==> config.mk <==
export PLATFORM = sky130hd
export DESIGN_NAME = led_ctrl
export DESIGN_NICKNAME = d
export VERILOG_FILES = /design/src/rtl/dlx_pkg.sv /design/src/rtl/led_ctrl_prescaler.sv /design/src/rtl/led_ctrl.sv
export SDC_FILE = /design/constraint.sdc
export NUM_CORES = 1
export LEC_CHECK = 0
export ABC_CLOCK_PERIOD_IN_PS = 2400
export BUFFER_PORTS_ARGS = -buffer_cell sky130_fd_sc_hd__buf_4
export CAP_MARGIN = 25
export CORE_UTILIZATION = 37
export DETAILED_ROUTE_END_ITERATION = 10
export PLACE_DENSITY_LB_ADDON = 0.3
export SYNTH_ARGS = -nofsm -noshare
export SYNTH_HDL_FRONTEND = slang
export SYNTH_HIERARCHICAL = 1
export SYNTH_SLANG_ARGS = --single-unit
==> constraint.sdc <==
create_clock -name clk -period 2.4 [get_ports clk]
set_clock_uncertainty 0.2 [all_clocks]
set_input_delay 0.24 -clock clk [delete_from_list [all_inputs] [get_ports clk]]
set_output_delay 0.24 -clock clk [all_outputs]
set_load 0.02 [all_outputs]
==> src/rtl/dlx_pkg.sv <==
// Shared DLX peripheral definitions: LED register bit positions and the
// access-handshake state type used by the LED controller.
package dlx_pkg;

  localparam int LED_BLINK_BIT = 16;
  localparam int LED_PHASE_BIT = 17;

  typedef enum logic {
    IDLE = 1'b0,
    ACK  = 1'b1
  } led_state_t;

endpackage

==> src/rtl/led_ctrl_prescaler.sv <==
// Blink prescaler: counts 0..PRESCALE-1 while enabled and toggles phase on
// each wrap. Disabled or cleared, it parks at count 0 with phase high so the
// LED pattern is shown.
module led_prescaler #(
  parameter int PRESCALE = 25_000_000
) (
  input  logic clk,
  input  logic rst,
  input  logic enable,
  input  logic clear,
  output logic phase
);

  localparam int CNT_W = (PRESCALE > 2) ? $clog2(PRESCALE) : 1;
  localparam logic [CNT_W-1:0] CNT_LAST = CNT_W'(PRESCALE - 1);

  logic [CNT_W-1:0] cnt;

  // Half-period counter with phase toggle at the terminal count.
  always_ff @(posedge clk) begin
    if (rst || clear || !enable) begin
      cnt   <= '0;
      phase <= 1'b1;
    end else if (cnt == CNT_LAST) begin
      cnt   <= '0;
      phase <= ~phase;
    end else begin
      cnt <= cnt + 1'b1;
    end
  end

endmodule

==> src/rtl/led_ctrl.sv <==
// Memory-mapped LED controller with a one-wait-state access handshake.
// Optional blink feature enabled by defining LED_CTRL_BLINK_EN; without it the
// LEDs show the written pattern steadily and register bits 17:16 read 0.
module led_ctrl
  import dlx_pkg::*;
#(
  parameter int N_LEDS   = 8,
  parameter int PRESCALE = 25_000_000
) (
  input  logic              clk,
  input  logic              rst,
  input  logic              cs_led,
  input  logic              we,
  input  logic              re,
  input  logic [31:0]       wdata,
  output logic [31:0]       rdata,
  output logic              ready,
  output logic [N_LEDS-1:0] leds
);

  led_state_t        state;
  logic              rd_q;
  logic [N_LEDS-1:0] pattern;
  logic              blink_en;
  logic              phase;
  logic              start;
  logic              wr_start;

  assign start    = (state == IDLE) && cs_led && (we || re);
  assign wr_start = start && we;

  // Handshake FSM and pattern register; strobes are ignored while in ACK.
  always_ff @(posedge clk) begin
    if (rst) begin
      state   <= IDLE;
      rd_q    <= 1'b0;
      pattern <= '0;
    end else begin
      case (state)
        IDLE: begin
          if (start) begin
            state <= ACK;
            rd_q  <= re;
          end
          if (wr_start) begin
            pattern <= wdata[N_LEDS-1:0];
          end
        end
        default: begin
          state <= IDLE;
          rd_q  <= 1'b0;
        end
      endcase
    end
  end

`ifdef LED_CTRL_BLINK_EN
  // Blink enable register; a write always restarts the blink cycle in the on phase.
  always_ff @(posedge clk) begin
    if (rst) begin
      blink_en <= 1'b0;
    end else if (wr_start) begin
      blink_en <= wdata[LED_BLINK_BIT];
    end
  end

  led_prescaler #(
    .PRESCALE (PRESCALE)
  ) u_prescaler (
    .clk    (clk),
    .rst    (rst),
    .enable (blink_en),
    .clear  (wr_start),
    .phase  (phase)
  );

  // LED drive: pattern gated by the blink phase when blinking; dark during reset.
  always_comb begin
    leds = pattern;
    if (blink_en) leds = pattern & {N_LEDS{phase}};
    if (rst) leds = '0;
  end
`else
  assign blink_en = 1'b0;
  assign phase    = 1'b0;

  // LED drive: steady pattern; dark during reset.
  always_comb begin
    leds = pattern;
    if (rst) leds = '0;
  end
`endif

  // Ready and read data exist only in ACK; reset drops an in-flight access.
  always_comb begin
    ready = (state == ACK) && !rst;
    rdata = '0;
    if (ready && rd_q) begin
      rdata[N_LEDS-1:0]    = pattern;
      rdata[LED_BLINK_BIT] = blink_en;
      rdata[LED_PHASE_BIT] = phase;
    end
  end

endmodule

==> results of run 1 <==
[state kept, by name (all words and copies together) (netlist names)]
signal / count
rd_q: 1
state: 1
pattern: 8
[cells in the final DEF, fill, tap and decap left out]
| master | synthesis | routed |
|---|---|---|
| a211oi_1 | 1 | 1 |
| a21bo_2 | 1 | 1 |
| and2_1 | 8 | 8 |
| and3b_1 | 2 | 2 |
| buf_4 | 24 | 29 |
| clkbuf_4 | 0 | 3 |
| conb_1 | 1 | 24 |
| dfxtp_1 | 10 | 10 |
| mux2_4 | 8 | 8 |
| nand2_1 | 1 | 1 |
| nor2_1 | 1 | 1 |
| nor2b_1 | 17 | 17 |
| nor4b_1 | 1 | 1 |
[worst max-delay path by stage]
stage               startpoint         end
floorplan                  rst    rdata[0]
global placement         state  pattern[7]
detailed placement       state  pattern[7]
CTS                      state    rdata[6]
global route             state    rdata[7]
finish                   state    rdata[6]
[stage by stage]
stage	cells	setup WS (ns)
2_1_floorplan	101	1.05
3_3_place_gp	128	0.844
3_5_place_dp	128	0.825
4_1_cts	131	0.672
5_1_grt	131	0.607
6_report	131	0.700
[per-layer routing]
layer | vias to the layer above | track usage, % | part of all wire, %
li1 | 256 | - | -
met2 | 37 | 16.9 | 46
met3 | 4 | 7.84 | 11
met4 | 0 | 7.06 | 2.4
met1 | 218 | 13.2 | 40
met5 | - | 0 | 0
[where the power goes]
group | switching [uW] | internal, uW
clock network | 55.1 | 57.9
logic | 58.9 | 38.7
registers | 3.55 | 175
[critical path: cells and delay by family, from the launching register on]
kind          cells  cell delay, ns
buf+inv           1            0.13
simple gates      2            0.49
flops             1            0.38
[kinds of logic after synthesis]
kind of cell	after synthesis	synth area share, %
compound gates	2	2.39
buf+inv	27	27.3
flops	10	27.4
mux	8	16.4
other cells	1	0.512
simple gates	30	26.0
[layout make-up]
cell class,count,area (um2),share of cell area [%]
well taps,25,31.3,3.52
multi-input cells,64,418,47.0
repair buffers,29,218,24.5
flip-flops and latches,10,200,22.5
clock buffers,3,22.5,2.53
==> reports/qor.yml, run 1 <==
worst-path-max-fanout: 8
cts_resized: 0
nets: 145
cp_slowest_cell: "dfxtp_1"
end_kind: "primary output"
async_flop_share_pct: 0
initial_core_util_pct: 41.1
min_period_ns: 1.70
synth_top_cell_area_share_pct: 27.4
cts_sinks: 10
place_area_um2: 867
numPortBuffers: 29
max-vdd-ir-drop_v: 0.000168
rsz0062_at_grt: "false"
drcViolationCount: 0
min_from: "re"
worstSetupPathType: "reg2out"
holdPathEnd: "rd_q"
hold_depth: 3
clock_latency_ns: 0.26
synth_most_common_cell: "buf_4"
outcome: "finished clean"
finish.utilization_pct: 49.9
r2r-end: "pattern[7]"
synth_top_cells_by_count: "buf_4 (24), nor2b_1 (17), dfxtp_1 (10), and2_1 (8), mux2_4 (8)"
track_usage_pct: 12.0
io_pins: 78
num_antenna_cells: 0
core_area_mm2: 0.00178
grt_first_pass_wirelength_mm: 1.69
synthFlopType: "dfxtp_1"
cts-htree-levels: 1
synth_edf_count: 0
relSlewSlack_pct: 64.4
tightest_slew_ns: 0.533
drive_gt1_share_pct: 38.7
grt_max_degree: 21
synth_cells: 78
avgSynthCellArea_um2: 9.38
place_hpwl_um: 887
wl_per_cell_um: 9.22
die_x_um: 46.5
antenna_found_initial: 0
max_stage_delay_ns: 0.38
stdcell_area_um2: 890
post-cts-setup-buffers: 0
holdWs_ns: 0.0497
p_per_area_mw_per_mm2: 437
n_fill_cell: 181
yosys_warnings: 6
finalSetupViolCount: 0
root_buffer: "clkbuf_4"
drv_slew: 0
yosysUniqueCellTypes: 15
vias_per_cell: 3.93
fmax_mhz: 588
worstPathCellList: "and3b_1, and2_1, buf_4"
drt_iter0_drc: 4
synth_area_leaders: "dfxtp_1 (27%), buf_4 (25%), mux2_4 (16%), nor2b_1 (15%), and2_1 (6.8%)"
fp.dieArea_mm2: 0.00216
cp.arrival_ns: 1.26
rrSetupSlack_ns: 0.85
startpoint_type: "register"
die-height_um: 46.5
grt_pass1_vias: 387
grt_overflow: 0
yosysTopAreaCell: "dfxtp_1"
worstPathRequired_ns: 1.96
rows: 15
synth-seq-cells: 10
syn_to_final_growth_pct: 21.5
setup_tns_ns: 0
ctsHoldBuffers: 0
wl_mm: 1.21
hold_path_class: "in2reg"
tritoncts: "yes"
cts_buffer_depth: 2
path_clk_slew_ns: 0.06
ant_nets: 0
vias: 515
globalplace.congestion: 0.678
reg2regPathDepth: 2
dr.pass1.iters: 4
syn_area_um2: 732
yosysSeqAreaShare_pct: 27.4
p_leak_uw: 0.000463
post-route-period-util_pct: 70.8
hold_viol_final: 0
reg2reg_from: "state"
numCtsBuffers: 3
finalPower_uw: 389
maxCapViolCount: 0
Note: power is estimated with default switching activity, not from simulation.
==> run 2, diff against run 1 <==
--- a/config.mk
+++ b/config.mk
@@ -5,10 +5,10 @@
 export SDC_FILE = /design/constraint.sdc
 export NUM_CORES = 1
 export LEC_CHECK = 0
-export ABC_CLOCK_PERIOD_IN_PS = 2400
+export ABC_CLOCK_PERIOD_IN_PS = 1390
 export BUFFER_PORTS_ARGS = -buffer_cell sky130_fd_sc_hd__buf_4
 export CAP_MARGIN = 25
-export CORE_UTILIZATION = 37
+export CORE_UTILIZATION = 31
 export DETAILED_ROUTE_END_ITERATION = 10
 export PLACE_DENSITY_LB_ADDON = 0.3
 export SYNTH_ARGS = -nofsm -noshare
==> constraint.sdc (replaced) <==
create_clock -name clk -period 1.39 [get_ports clk]
set_clock_uncertainty 0.2 [all_clocks]
set_input_delay 0.139 -clock clk [delete_from_list [all_inputs] [get_ports clk]]
set_output_delay 0.139 -clock clk [all_outputs]
set_load 0.02 [all_outputs]
==> run 2 against run 1 <==
Net effect: wire length grew 6.4%; the run now ends with negative setup slack left; count of clock-buffer cells in the layout is the same; final area grew 17%; first-iteration DRC count shrank 50%; power grew 78%; critical endpoint is now rdata[1]; highest routed layer unchanged; largest cell class unchanged; final cell count grew 8.4%.
==> reports/qor.yml, run 2 (same netlist as run 1, synthesis figures left out) <==
hold_depth: 3  # unchanged
cp.arrival_ns: 1.13  # was 1.26 ns
reg2reg_from: "state"  # unchanged
worst-path-max-fanout: 8  # unchanged
hold_viol_final: 0  # unchanged
worstPathRequired_ns: 1.05  # was 1.96 ns
track_usage_pct: 10.8  # was 12.0%
root_buffer: "clkbuf_4"  # unchanged
hold_path_class: "in2reg"  # unchanged
initial_core_util_pct: 33.1  # was 41.1%
layoutNonFillerInstCount: 142  # was 131
holdWs_ns: 0.0374  # was 0.0497 ns
holdPathEnd: "pattern[0]"  # was rd_q
largest_register_ffs: 8  # unchanged
grt_first_pass_wirelength_mm: 2.01  # was 1.69 mm
worst_slack_ns: -0.0818  # was 0.700 ns
maxCapViolCount: 0  # unchanged
cts_sinks: 10  # unchanged
rsz0062_at_grt: "true"  # was false
p_per_area_mw_per_mm2: 662  # was 437 mW/mm2
startpoint_type: "register"  # unchanged
vias: 569  # was 515
fmax_mhz: 679
drv_slew: 0  # unchanged
globalplace.congestion: 0.590  # was 0.678
vias_per_cell: 4.01  # was 3.93
path_clk_slew_ns: 0.06  # about the same
max-vdd-ir-drop_v: 0.000548  # was 0.000168 V
tritoncts: "yes"  # unchanged
numCtsBuffers: 3  # unchanged
violations: "negative setup slack"
place_ws_ns: 0.0598  # was 0.825 ns
worstSetupPathType: "reg2out"  # unchanged
grt_max_degree: 20  # was 21
drt_iter0_drc: 2  # was 4
clock_latency_ns: 0.25  # was 0.26 ns
grt_overflow: 0  # unchanged
drive_gt1_share_pct: 51.8  # was 38.7%
dr.pass1.iters: 4  # unchanged
end_kind: "primary output"  # unchanged
final_cell_mix: "conb_1 (24), buf_4 (23), nor2b_1 (16)"  # was buf_4 (29), conb_1 (24), nor2b_1 (17)
io_pins: 78  # unchanged
n_fill_cell: 233  # was 181
min_period_ns: 1.47
die-height_um: 50.6  # was 46.5 um
syn_to_final_growth_pct: 42.6  # was 21.5%
ant_nets: 0  # unchanged
cts_buffer_depth: 2  # unchanged
top_regs: "pattern (8), rd_q (1), state (1)"  # unchanged
numPortBuffers: 29  # unchanged
rows: 17  # was 15
core_area_mm2: 0.00221  # was 0.00178 mm2
rrSetupSlack_ns: -0.05  # was 0.85 ns
grt_pass1_vias: 468  # was 387
num_antenna_cells: 0  # unchanged
dp_cells: 134  # was 128
cts-htree-levels: 1  # unchanged
wl_mm: 1.29  # was 1.21 mm
mostFrequentLayoutCell: "conb_1"  # was buf_4
p_leak_uw: 0.000525  # was 0.000463 uW
reg2regPathDepth: 4  # was 2
wl_per_cell_um: 9.05  # was 9.22 um
die_x_um: 50.6  # was 46.5 um
nets: 153  # was 145
finalSetupViolCount: 16  # was 0
r2r-end: "pattern[1]"  # was pattern[7]
min_from: "wdata[0]"  # was re
regMostFlops: "pattern"  # unchanged
fp.dieArea_mm2: 0.00256  # was 0.00216 mm2
drcViolationCount: 0  # unchanged
outcome: "finished with violations"  # was finished clean
post-route-period-util_pct: 106
antenna_found_initial: 0  # unchanged
place_hpwl_um: 962  # was 887 um
[run 2: cell types whose count changed in the layout (fill, tap and decap cells not counted), sizes merged]
cell / before / now
dlygate4sd3: 0 / 3
buf: 29 / 34
[run 2: per-layer routing]
metal | global-route usage (%) | wire length, um
met1 | 11.2 | 484
met2 | 19.1 | 708
met3 | 4.55 | 80
met4 | 4.17 | 12
met5 | 0 | 0
[run 2: cell type report]
class,instances,area (um2),share of cell area (%)
multi-input combinational,64,448,42.9
timing repair buffer,37,335,32.1
sequential,10,203,19.4
tap,28,35.0,3.36
clock buffer,3,22.5,2.16
[run 2: worst max path at each step]
stage,from,to,slack [ns],cells after the start
after detailed placement,state,pattern[5],0.06,3
after global placement,state,pattern[6],0.08,3
after floorplan,state,pattern[0],0.11,3
final,state,rdata[1],-0.08,3
after global routing,state,rdata[0],-0.15,3
after CTS,state,rdata[1],-0.1,3
[run 2: critical path, stage by stage (launching register included)]
cell,delay [ns]
dfxtp_2,0.33
and3b_2,0.28
and2_4,0.17
buf_6,0.11
[run 2: repair_timing]
| action | in CTS | in global routing |
|---|---|---|
| resized for setup | 15 | 8 |
| buffers inserted | 1 | 1 |
| hold buffers | 3 | 0 |
| setup endpoints to repair | 8 | 17 |
| endpoints found under the hold margin | 2 | 0 |
| pin swaps | 9 | 4 |
[run 2: stage by stage]
stage                     utilization [%]  cell area (um2)  setup TNS [ns]  total power, uW
after global routing                 47.2             1040           -1.78              735
after CTS                            45.6             1010           -1.16              695
after global placement               41.0              906               0              492
final                                47.2             1040           -1.03              691
after detailed placement             41.0              906               0              495
after floorplan                         -              818               0              492
[run 2: where the power goes]
part / internal [uW] / total, uW / switching, uW
logic: 89.1 / 198 / 109
clock network: 99.2 / 184 / 84.9
registers: 303 / 309 / 6.31
